==> config.mk <==
export PLATFORM = sky130hd
export DESIGN_NAME = tdm16_demux
export DESIGN_NICKNAME = d
export VERILOG_FILES = /design/src/rtl/tdm16_demux.sv
export SDC_FILE = /design/constraint.sdc
export NUM_CORES = 1
export LEC_CHECK = 0
export BUFFER_PORTS_ARGS = -buffer_cell sky130_fd_sc_hd__buf_4
export CORE_MARGIN = 3
export CORE_UTILIZATION = 59
export CTS_CLUSTER_DIAMETER = 80
export DETAILED_ROUTE_END_ITERATION = 7
export PLACE_DENSITY = 0.82
export SETUP_SLACK_MARGIN = 0.15
export SKIP_LAST_GASP = 1
export SLEW_MARGIN = 20
export SYNTH_ARGS = -nofsm -noshare
export SYNTH_HDL_FRONTEND = slang
export SYNTH_SLANG_ARGS = --single-unit
==> constraint.sdc <==
create_clock -name clk -period 3.41 [get_ports clk]
set_clock_uncertainty 0.1 [all_clocks]
set_input_delay 0.341 -clock clk [delete_from_list [all_inputs] [get_ports clk]]
set_output_delay 0.341 -clock clk [all_outputs]
set_load 0.005 [all_outputs]
==> src/rtl/tdm16_demux.sv <==
// tdm16_demux: walks the select lines of an upstream 16:1 selector and
// rebuilds each 16-sample frame into a parallel word with framing checks.
module tdm16_demux #(
    parameter int INVERT_IN = 1,
    parameter int CHANNELS  = 16
) (
    input  logic        clk,
    input  logic        rst_n,
    input  logic        en_n,
    input  logic        sync,
    input  logic        din,
    output logic [3:0]  sel,
    output logic [15:0] dout,
    output logic        dout_valid,
    output logic        frame_err
);

    generate
        if (CHANNELS != 16) begin : g_bad_channels
            $error("tdm16_demux supports CHANNELS == 16 only");
        end
    endgenerate

    typedef enum logic {
        S_IDLE,
        S_RUN
    } state_t;

    localparam logic INV = (INVERT_IN != 0);

    state_t      r_state;
    logic [3:0]  r_cnt;
    logic [14:0] r_shd;
    logic [15:0] r_dout;
    logic        r_dout_valid;
    logic        r_frame_err;

    logic        w_b;
    logic        w_active;
    logic        w_last;
    logic        w_mid;

    assign w_b      = din ^ INV;
    assign w_active = ~en_n;
    assign w_last   = (r_cnt == 4'd15);
    assign w_mid    = (r_cnt != 4'd0);

    // Single-process FSM; every output comes straight from a register.
    always_ff @(posedge clk or negedge rst_n) begin
        if (!rst_n) begin
            r_state      <= S_IDLE;
            r_cnt        <= 4'd0;
            r_shd        <= 15'd0;
            r_dout       <= 16'd0;
            r_dout_valid <= 1'b0;
            r_frame_err  <= 1'b0;
        end else begin
            r_dout_valid <= 1'b0;
            r_frame_err  <= 1'b0;
            if (w_active) begin
                case (r_state)
                    S_IDLE: begin
                        if (sync) begin
                            r_shd[0] <= w_b;
                            r_cnt    <= 4'd1;
                            r_state  <= S_RUN;
                        end
                    end
                    S_RUN: begin
                        if (sync) begin
                            // A sync anywhere but slot 0 restarts the frame here.
                            r_frame_err <= w_mid;
                            r_shd[0]    <= w_b;
                            r_cnt       <= 4'd1;
                        end else if (w_last) begin
                            r_dout       <= {w_b, r_shd};
                            r_dout_valid <= 1'b1;
                            r_cnt        <= 4'd0;
                        end else begin
                            r_shd[r_cnt] <= w_b;
                            r_cnt        <= r_cnt + 4'd1;
                        end
                    end
                    default: begin
                        r_state <= S_IDLE;
                        r_cnt   <= 4'd0;
                    end
                endcase
            end
        end
    end

    assign sel        = r_cnt;
    assign dout       = r_dout;
    assign dout_valid = r_dout_valid;
    assign frame_err  = r_frame_err;

endmodule

==> impl_metrics.env, run 1 <==
export IMPL_grt_overflow=0
export IMPL_fillers=208
export IMPL_post_drt_via_cell_ratio=5.76
export IMPL_tritoncts="done"
export IMPL_coreArea_um2=2780
export IMPL_place_gp_congestion=0.848
export IMPL_synth_top_family_by_area="compound AO/OA/AOI/OAI gates"
export IMPL_clockBufferDepth=2
export IMPL_synth_mux_area_share_pct=12.8
export IMPL_seqPwrFrac_pct=55.7
export IMPL_cts_buffers=5
export IMPL_clk_pin_slew_ps=110
export IMPL_worst_pin_slew_ps=483
export IMPL_synthCells=139
export IMPL_drt_total_wl_um=3000
export IMPL_pre_cts_slack_ps=1230
export IMPL_synthToLayoutAreaGrowth_pct=12.4
export IMPL_cp_cell_sequence="ha_1, nand4bb_1, nor2_8, mux2_2"
export IMPL_synthesis_area_um2=1740
export IMPL_drcViolationCount=0
export IMPL_synth_compound_area_share_pct=14.8
export IMPL_clkLatencyLatePin_ps=330
export IMPL_worstSetupPathType="reg -> reg"
export IMPL_dieArea_um2=3640
export IMPL_period_minus_slack_ps=2200
export IMPL_layout_setup_ws_ps=1210
export IMPL_worst_ep_arrival_time_ps=2320
export IMPL_rsz0062_at_grt="no"
export IMPL_die_h_um=60.4
export IMPL_synthAdderAreaFrac_pct=2.87
export IMPL_synth_ff_latch_count=38
export IMPL_drive_gt1_share_pct=32.3
export IMPL_whs_ps=156
export IMPL_cp_end_kind="flip-flop"
export IMPL_cp_required_ps=3530
export IMPL_clockPowerShare_pct=21.8
export IMPL_slew_viol_final=0
export IMPL_final_antenna_net_count=0
export IMPL_num_nets_final=169
export IMPL_cp_num_buf_inv=0
export IMPL_ys_seq_area_share_pct=54.5
export IMPL_post_synth_and_or_nand_nor_area_fraction_pct=8.97
export IMPL_power_leakage_nw=0.962
export IMPL_fin_util_pct=70.5
export IMPL_htreeDepth=2
export IMPL_die_w_um=60.4
export IMPL_drt_iter0_drc=25
export IMPL_clock_sinks=38
export IMPL_grt_pass1_vias=1053
export IMPL_io_pins=27
export IMPL_first_pass_iters=4
export IMPL_drv_cap=0
export IMPL_synth_cell_types=29
export IMPL_hold_viol=0
export IMPL_synth_fp_nets=148
export IMPL_final_area_um2=1960
export IMPL_io_buffer_count=26
export IMPL_p_comb_share_pct=22.5
export IMPL_p_sw_mw=0.341
export IMPL_wl_per_cell_um=15.6
export IMPL_p_int_mw=0.758
export IMPL_antenna_found_initial=0
export IMPL_grt_max_degree=39
export IMPL_slew_headroom_pct=67.6
export IMPL_grt_pass1_wl_um=5060
export IMPL_yosysWarnings=0
export IMPL_peakVddDrop_mv=0.471
export IMPL_setup_tns_ps=0
export IMPL_cts_root_buf="clkbuf_4"
export IMPL_postSynthAreaPerCell_um2=12.5
export IMPL_fp_row_count=19
export IMPL_vias=1106
export IMPL_cpPeakStageDelay_ps=480
export IMPL_cp_start_kind="flip-flop"
export IMPL_yosys_area_share_xor_xnor_pct=0
export IMPL_layout_cells_non_filler=192
export IMPL_num_antenna_cells=0
export IMPL_sw_frac_of_total_pct=31.1
export IMPL_power_mw=1.10
export IMPL_hp_class="in -> reg"
export IMPL_place_hpwl_um=2130
export IMPL_cpMaxStageDelayCell="dfrtp_1"
export IMPL_period_share_pct=64.4
export IMPL_path_delay_family="simple AND/OR/NAND/NOR gates"
export IMPL_power_density_nw_per_um2=561
export IMPL_cp_max_fo=16
export IMPL_placed_area_um2=1890
export IMPL_initial_utilization_pct=62.7
export IMPL_status="completed"
export IMPL_clock_fmax_mhz=455
export IMPL_grt_use_total_pct=18.7
export IMPL_dp_cells=183
export IMPL_finalSetupViolations=0
[layer usage]
metal | vias up | GRT usage, % | routed length (µm)
li1 | 536 | - | -
met1 | 538 | 23.3 | 1310
met2 | 25 | 32.3 | 1520
met3 | 7 | 3.83 | 125
met4 | 0 | 6.65 | 34
met5 | - | 0 | 0
[flip-flops by register name, summed over array words and instances, names as in the netlist]
name	cells
sel	4
r_state	1
r_shd	15
frame_err	1
dout_valid	1
dout	16
[logic make-up (layout without fill, tap and decap cells)]
| kind of cell | count (synthesis) | count (layout) |
|---|---|---|
| flip-flops | 38 | 38 |
| buffers and inverters | 17 | 39 |
| AND/OR/NAND/NOR | 22 | 22 |
| adder cells (fa/ha/maj) | 4 | 4 |
| multiplexers | 17 | 17 |
| AO/OA/AOI/OAI | 41 | 41 |
[Yosys cell counts (all sizes together)]
master	count	area, µm²
a21o	1	7.51
a21oi	3	15.0
a2bb2oi	2	17.5
and2b	1	8.76
buf	5	51.3
clkbuf	8	40.0
dfrtp	38	951
ha	4	50.1
inv	4	15.0
mux2	15	203
mux2i	2	20.0
nand2	6	22.5
nand2b	3	18.8
nand3b	1	7.51
nand4bb	4	45.0
nor2	4	31.3
nor4bb	1	10.0
o21ai	18	90.1
o221ai	1	8.76
o22ai	1	6.26
o31ai	15	113
or2	1	6.26
or3	1	6.26
[power by group through the flow]
stage / clock network (mW) / logic [mW] / registers, mW
floorplan: 0 / 0.190 / 0.595
global placement: 0 / 0.241 / 0.614
detailed placement: 0 / 0.250 / 0.620
CTS: 0.248 / 0.252 / 0.611
global route: 0.271 / 0.283 / 0.626
finish: 0.240 / 0.248 / 0.612
[layout by cell type (no fill, tap or decap)]
master         synthesis  layout
dfrtp_1               38      38
buf_4                  0      26
o21ai_0               18      18
o31ai_1               15      15
mux2_4                 9       9
nand2_1                6       6
mux2_2                 6       6
clkbuf_4               0       5
inv_1                  4       4
nand4bb_1              4       4
ha_1                   4       4
nor2_1                 3       3
a21oi_1                3       3
nand2b_1               3       3
mux2i_1                2       2
a2bb2oi_1              2       2
and2b_2                1       1
nor2_8                 1       1
nand3b_1               1       1
a21o_1                 1       1
or3_1                  1       1
o221ai_1               1       1
nor4bb_1               1       1
or2_2                  1       1
o22ai_1                1       1
clkinvlp_4             0       1
clkinv_2               0       1
clkbuf_8               1       1
dlygate4sd3_1          0       1
[final cells by class]
type                       count  area (µm²)  area share [%]
tap                           31        38.8            1.98
clock inverter                 2        12.5           0.638
multi-input combinational     84         687            35.0
timing repair buffer          27         205            10.5
clock buffer                   6        51.3            2.62
inverter                       4        15.0           0.766
sequential                    38         951            48.5
[worst paths after layout]
kind,slack (ps),depth (start not counted),end,start
min in group asynchronous,390,2,frame_err$_DFF_PN0_,rst_n
worst min register to register,420,1,dout[5]$_DFFE_PN0P_,r_shd[5]$_DFFE_PN0P_
worst max-delay path,1210,4,dout[2]$_DFFE_PN0P_,sel[0]$_DFFE_PN0P_
worst max register to register,1210,4,dout[2]$_DFFE_PN0P_,sel[0]$_DFFE_PN0P_
max in group asynchronous,2500,2,dout[15]$_DFFE_PN0P_,rst_n
worst min-delay path,160,2,sel[0]$_DFFE_PN0P_,en_n
[timing repair]
action                    4_1_cts  5_1_grt
hold buffers                    1        0
setup buffers                   0        0
hold endpoints to repair       38        0
gates resized for setup         0        0
Power figures use the tool's default switching activity.
==> run 2, diff against run 1 <==
--- a/config.mk
+++ b/config.mk
@@ -7,10 +7,10 @@
 export LEC_CHECK = 0
 export BUFFER_PORTS_ARGS = -buffer_cell sky130_fd_sc_hd__buf_4
 export CORE_MARGIN = 3
-export CORE_UTILIZATION = 59
+export CORE_UTILIZATION = 55
 export CTS_CLUSTER_DIAMETER = 80
 export DETAILED_ROUTE_END_ITERATION = 7
-export PLACE_DENSITY = 0.82
+export PLACE_DENSITY = 0.78
 export SETUP_SLACK_MARGIN = 0.15
 export SKIP_LAST_GASP = 1
 export SLEW_MARGIN = 20
==> constraint.sdc (replaced) <==
create_clock -name clk -period 2.1 [get_ports clk]
set_clock_uncertainty 0.1 [all_clocks]
set_input_delay 0.21 -clock clk [delete_from_list [all_inputs] [get_ports clk]]
set_output_delay 0.21 -clock clk [all_outputs]
set_load 0.005 [all_outputs]
==> impl_metrics.env, run 2 (synthesized netlist as in run 1, its figures left out) <==
export IMPL_antenna_found_initial=0
export IMPL_grt_pass1_vias=1169
export IMPL_grt_pass1_wl_um=5630
export IMPL_worstHoldStart="sync"
export IMPL_status="completed"
export IMPL_drv_cap=0
export IMPL_worst_r2r_endpoint="dout[5]$_DFFE_PN0P_"
export IMPL_reg2reg_setup_slack_ps=230
export IMPL_grt_use_total_pct=18.5
export IMPL_grt_overflow=0
export IMPL_cts_buffers=5
export IMPL_wl_per_cell_um=15.6
export IMPL_hold_path_end="sel[1]$_DFFE_PN0P_"
export IMPL_r2r_start="sel[1]$_DFFE_PN0P_"
export IMPL_power_density_nw_per_um2=933
export IMPL_die_h_um=62.3
export IMPL_met1_usage_pct=21.8
export IMPL_clkLatencyLatePin_ps=350
export IMPL_rsz0062_at_grt="no"
export IMPL_use_met3_pct=5.77
export IMPL_clk_pin_slew_ps=110
export IMPL_top_usage_layer="met2"
export IMPL_dp_cells=198
export IMPL_clock_sinks=38
export IMPL_layout_setup_ws_ps=231
export IMPL_place_hpwl_um=2230
export IMPL_tritoncts="done"
export IMPL_final_antenna_net_count=0
export IMPL_synthToLayoutAreaGrowth_pct=18.5
export IMPL_r2r_cells=5
export IMPL_io_buffer_count=26
export IMPL_grt_use_met2_pct=31.2
export IMPL_largest_register_ffs=16
export IMPL_worst_pin_slew_ps=446
export IMPL_worstSetupPathType="reg -> reg"
export IMPL_hp_class="in -> reg"
export IMPL_htreeDepth=2
export IMPL_drive_gt1_share_pct=34.5
export IMPL_period_share_pct=89.0
export IMPL_coreArea_um2=2880
export IMPL_placed_area_um2=1930
export IMPL_grt_max_degree=39
export IMPL_fin_util_pct=71.9
export IMPL_dieArea_um2=3880
export IMPL_peakVddDrop_mv=0.576
export IMPL_setup_tns_ps=0
export IMPL_cp_max_fo=11
export IMPL_cp_required_ps=2250
export IMPL_die_w_um=62.3
export IMPL_final_area_um2=2070
export IMPL_fp_row_count=19
export IMPL_most_common_layout_cells="dfrtp_1, buf_4, o21ai_0"
export IMPL_place_gp_congestion=0.773
export IMPL_slew_viol_final=0
export IMPL_num_nets_final=177
export IMPL_first_pass_iters=4
export IMPL_vias=1152
export IMPL_worst_ep_arrival_time_ps=2020
export IMPL_drcViolationCount=0
export IMPL_pre_cts_slack_ps=205
export IMPL_initial_utilization_pct=60.6
export IMPL_period_minus_slack_ps=1870
export IMPL_drt_iter0_drc=31
export IMPL_layout_cells_non_filler=210
export IMPL_io_pins=27
export IMPL_cp_end_kind="flip-flop"
export IMPL_worstHoldPathCells=2
export IMPL_hold_viol=0
export IMPL_final_common_cell="dfrtp_1"
export IMPL_drt_total_wl_um=3270
export IMPL_power_leakage_nw=1.01
export IMPL_post_drt_via_cell_ratio=5.49
export IMPL_clock_fmax_mhz=535
export IMPL_cp_start_kind="flip-flop"
export IMPL_finalSetupViolations=0
export IMPL_num_antenna_cells=0
export IMPL_cts_root_buf="clkbuf_4"
export IMPL_clockBufferDepth=2
export IMPL_slew_headroom_pct=70.2
## run 2: worst max path at each step
stage,from,to,slack (ps),cells after the start
6_report,sel[1]$_DFFE_PN0P_,dout[5]$_DFFE_PN0P_,230,5
5_1_grt,sel[0]$_DFFE_PN0P_,r_shd[10]$_DFFE_PN0P_,150,6
4_1_cts,sel[1]$_DFFE_PN0P_,dout[5]$_DFFE_PN0P_,180,4
3_5_place_dp,sel[1]$_DFFE_PN0P_,dout[5]$_DFFE_PN0P_,200,4
3_3_place_gp,sel[1]$_DFFE_PN0P_,dout[0]$_DFFE_PN0P_,300,4
2_1_floorplan,sel[0]$_DFFE_PN0P_,dout[10]$_DFFE_PN0P_,400,6
## run 2: through the flow
stage / power (mW) / hold WS [ps]
5_1_grt: 2.06 / 5.46
4_1_cts: 1.94 / 2.73
3_5_place_dp: 1.43 / 94.8
3_3_place_gp: 1.40 / 90.3
6_report: 1.93 / 24.5
2_1_floorplan: 1.27 / -186
## run 2: power by group
| part | switching, mW | internal, mW |
|---|---|---|
| Clock | 0.234 | 0.277 |
| Combinational | 0.238 | 0.208 |
| Sequential | 0.0945 | 0.877 |
## run 2: routing by layer
| metal | vias to the layer above | wire length, µm |
|---|---|---|
| met4 | 0 | 51 |
| li1 | 553 | - |
| met1 | 561 | 1390 |
| met5 | - | 0 |
| met3 | 5 | 158 |
| met2 | 33 | 1670 |
## run 2: what timing repair did
action / CTS / global route
endpoints found under the hold margin: 39 / 0
resized for setup: 0 / 0
buffers inserted: 0 / 3
hold buffers: 2 / 0
setup endpoints to repair: 0 / 6
## run 2: critical path, cell delays in order, from the launching register on
cell       delay, ps
dfrtp_1          440
ha_1             250
nand4bb_1        260
nor2_8           200
buf_12           150
mux2_2           340
## run 2: layout make-up
class / count / area (µm²)
Inverter: 4 / 15.0
Multi-Input combinational cell: 84 / 687
Fill cell: 217 / 810
Sequential cell: 38 / 951
Clock inverter: 1 / 30.0
Clock buffer: 6 / 51.3
Tap cell: 42 / 52.6
Timing Repair Buffer: 35 / 280
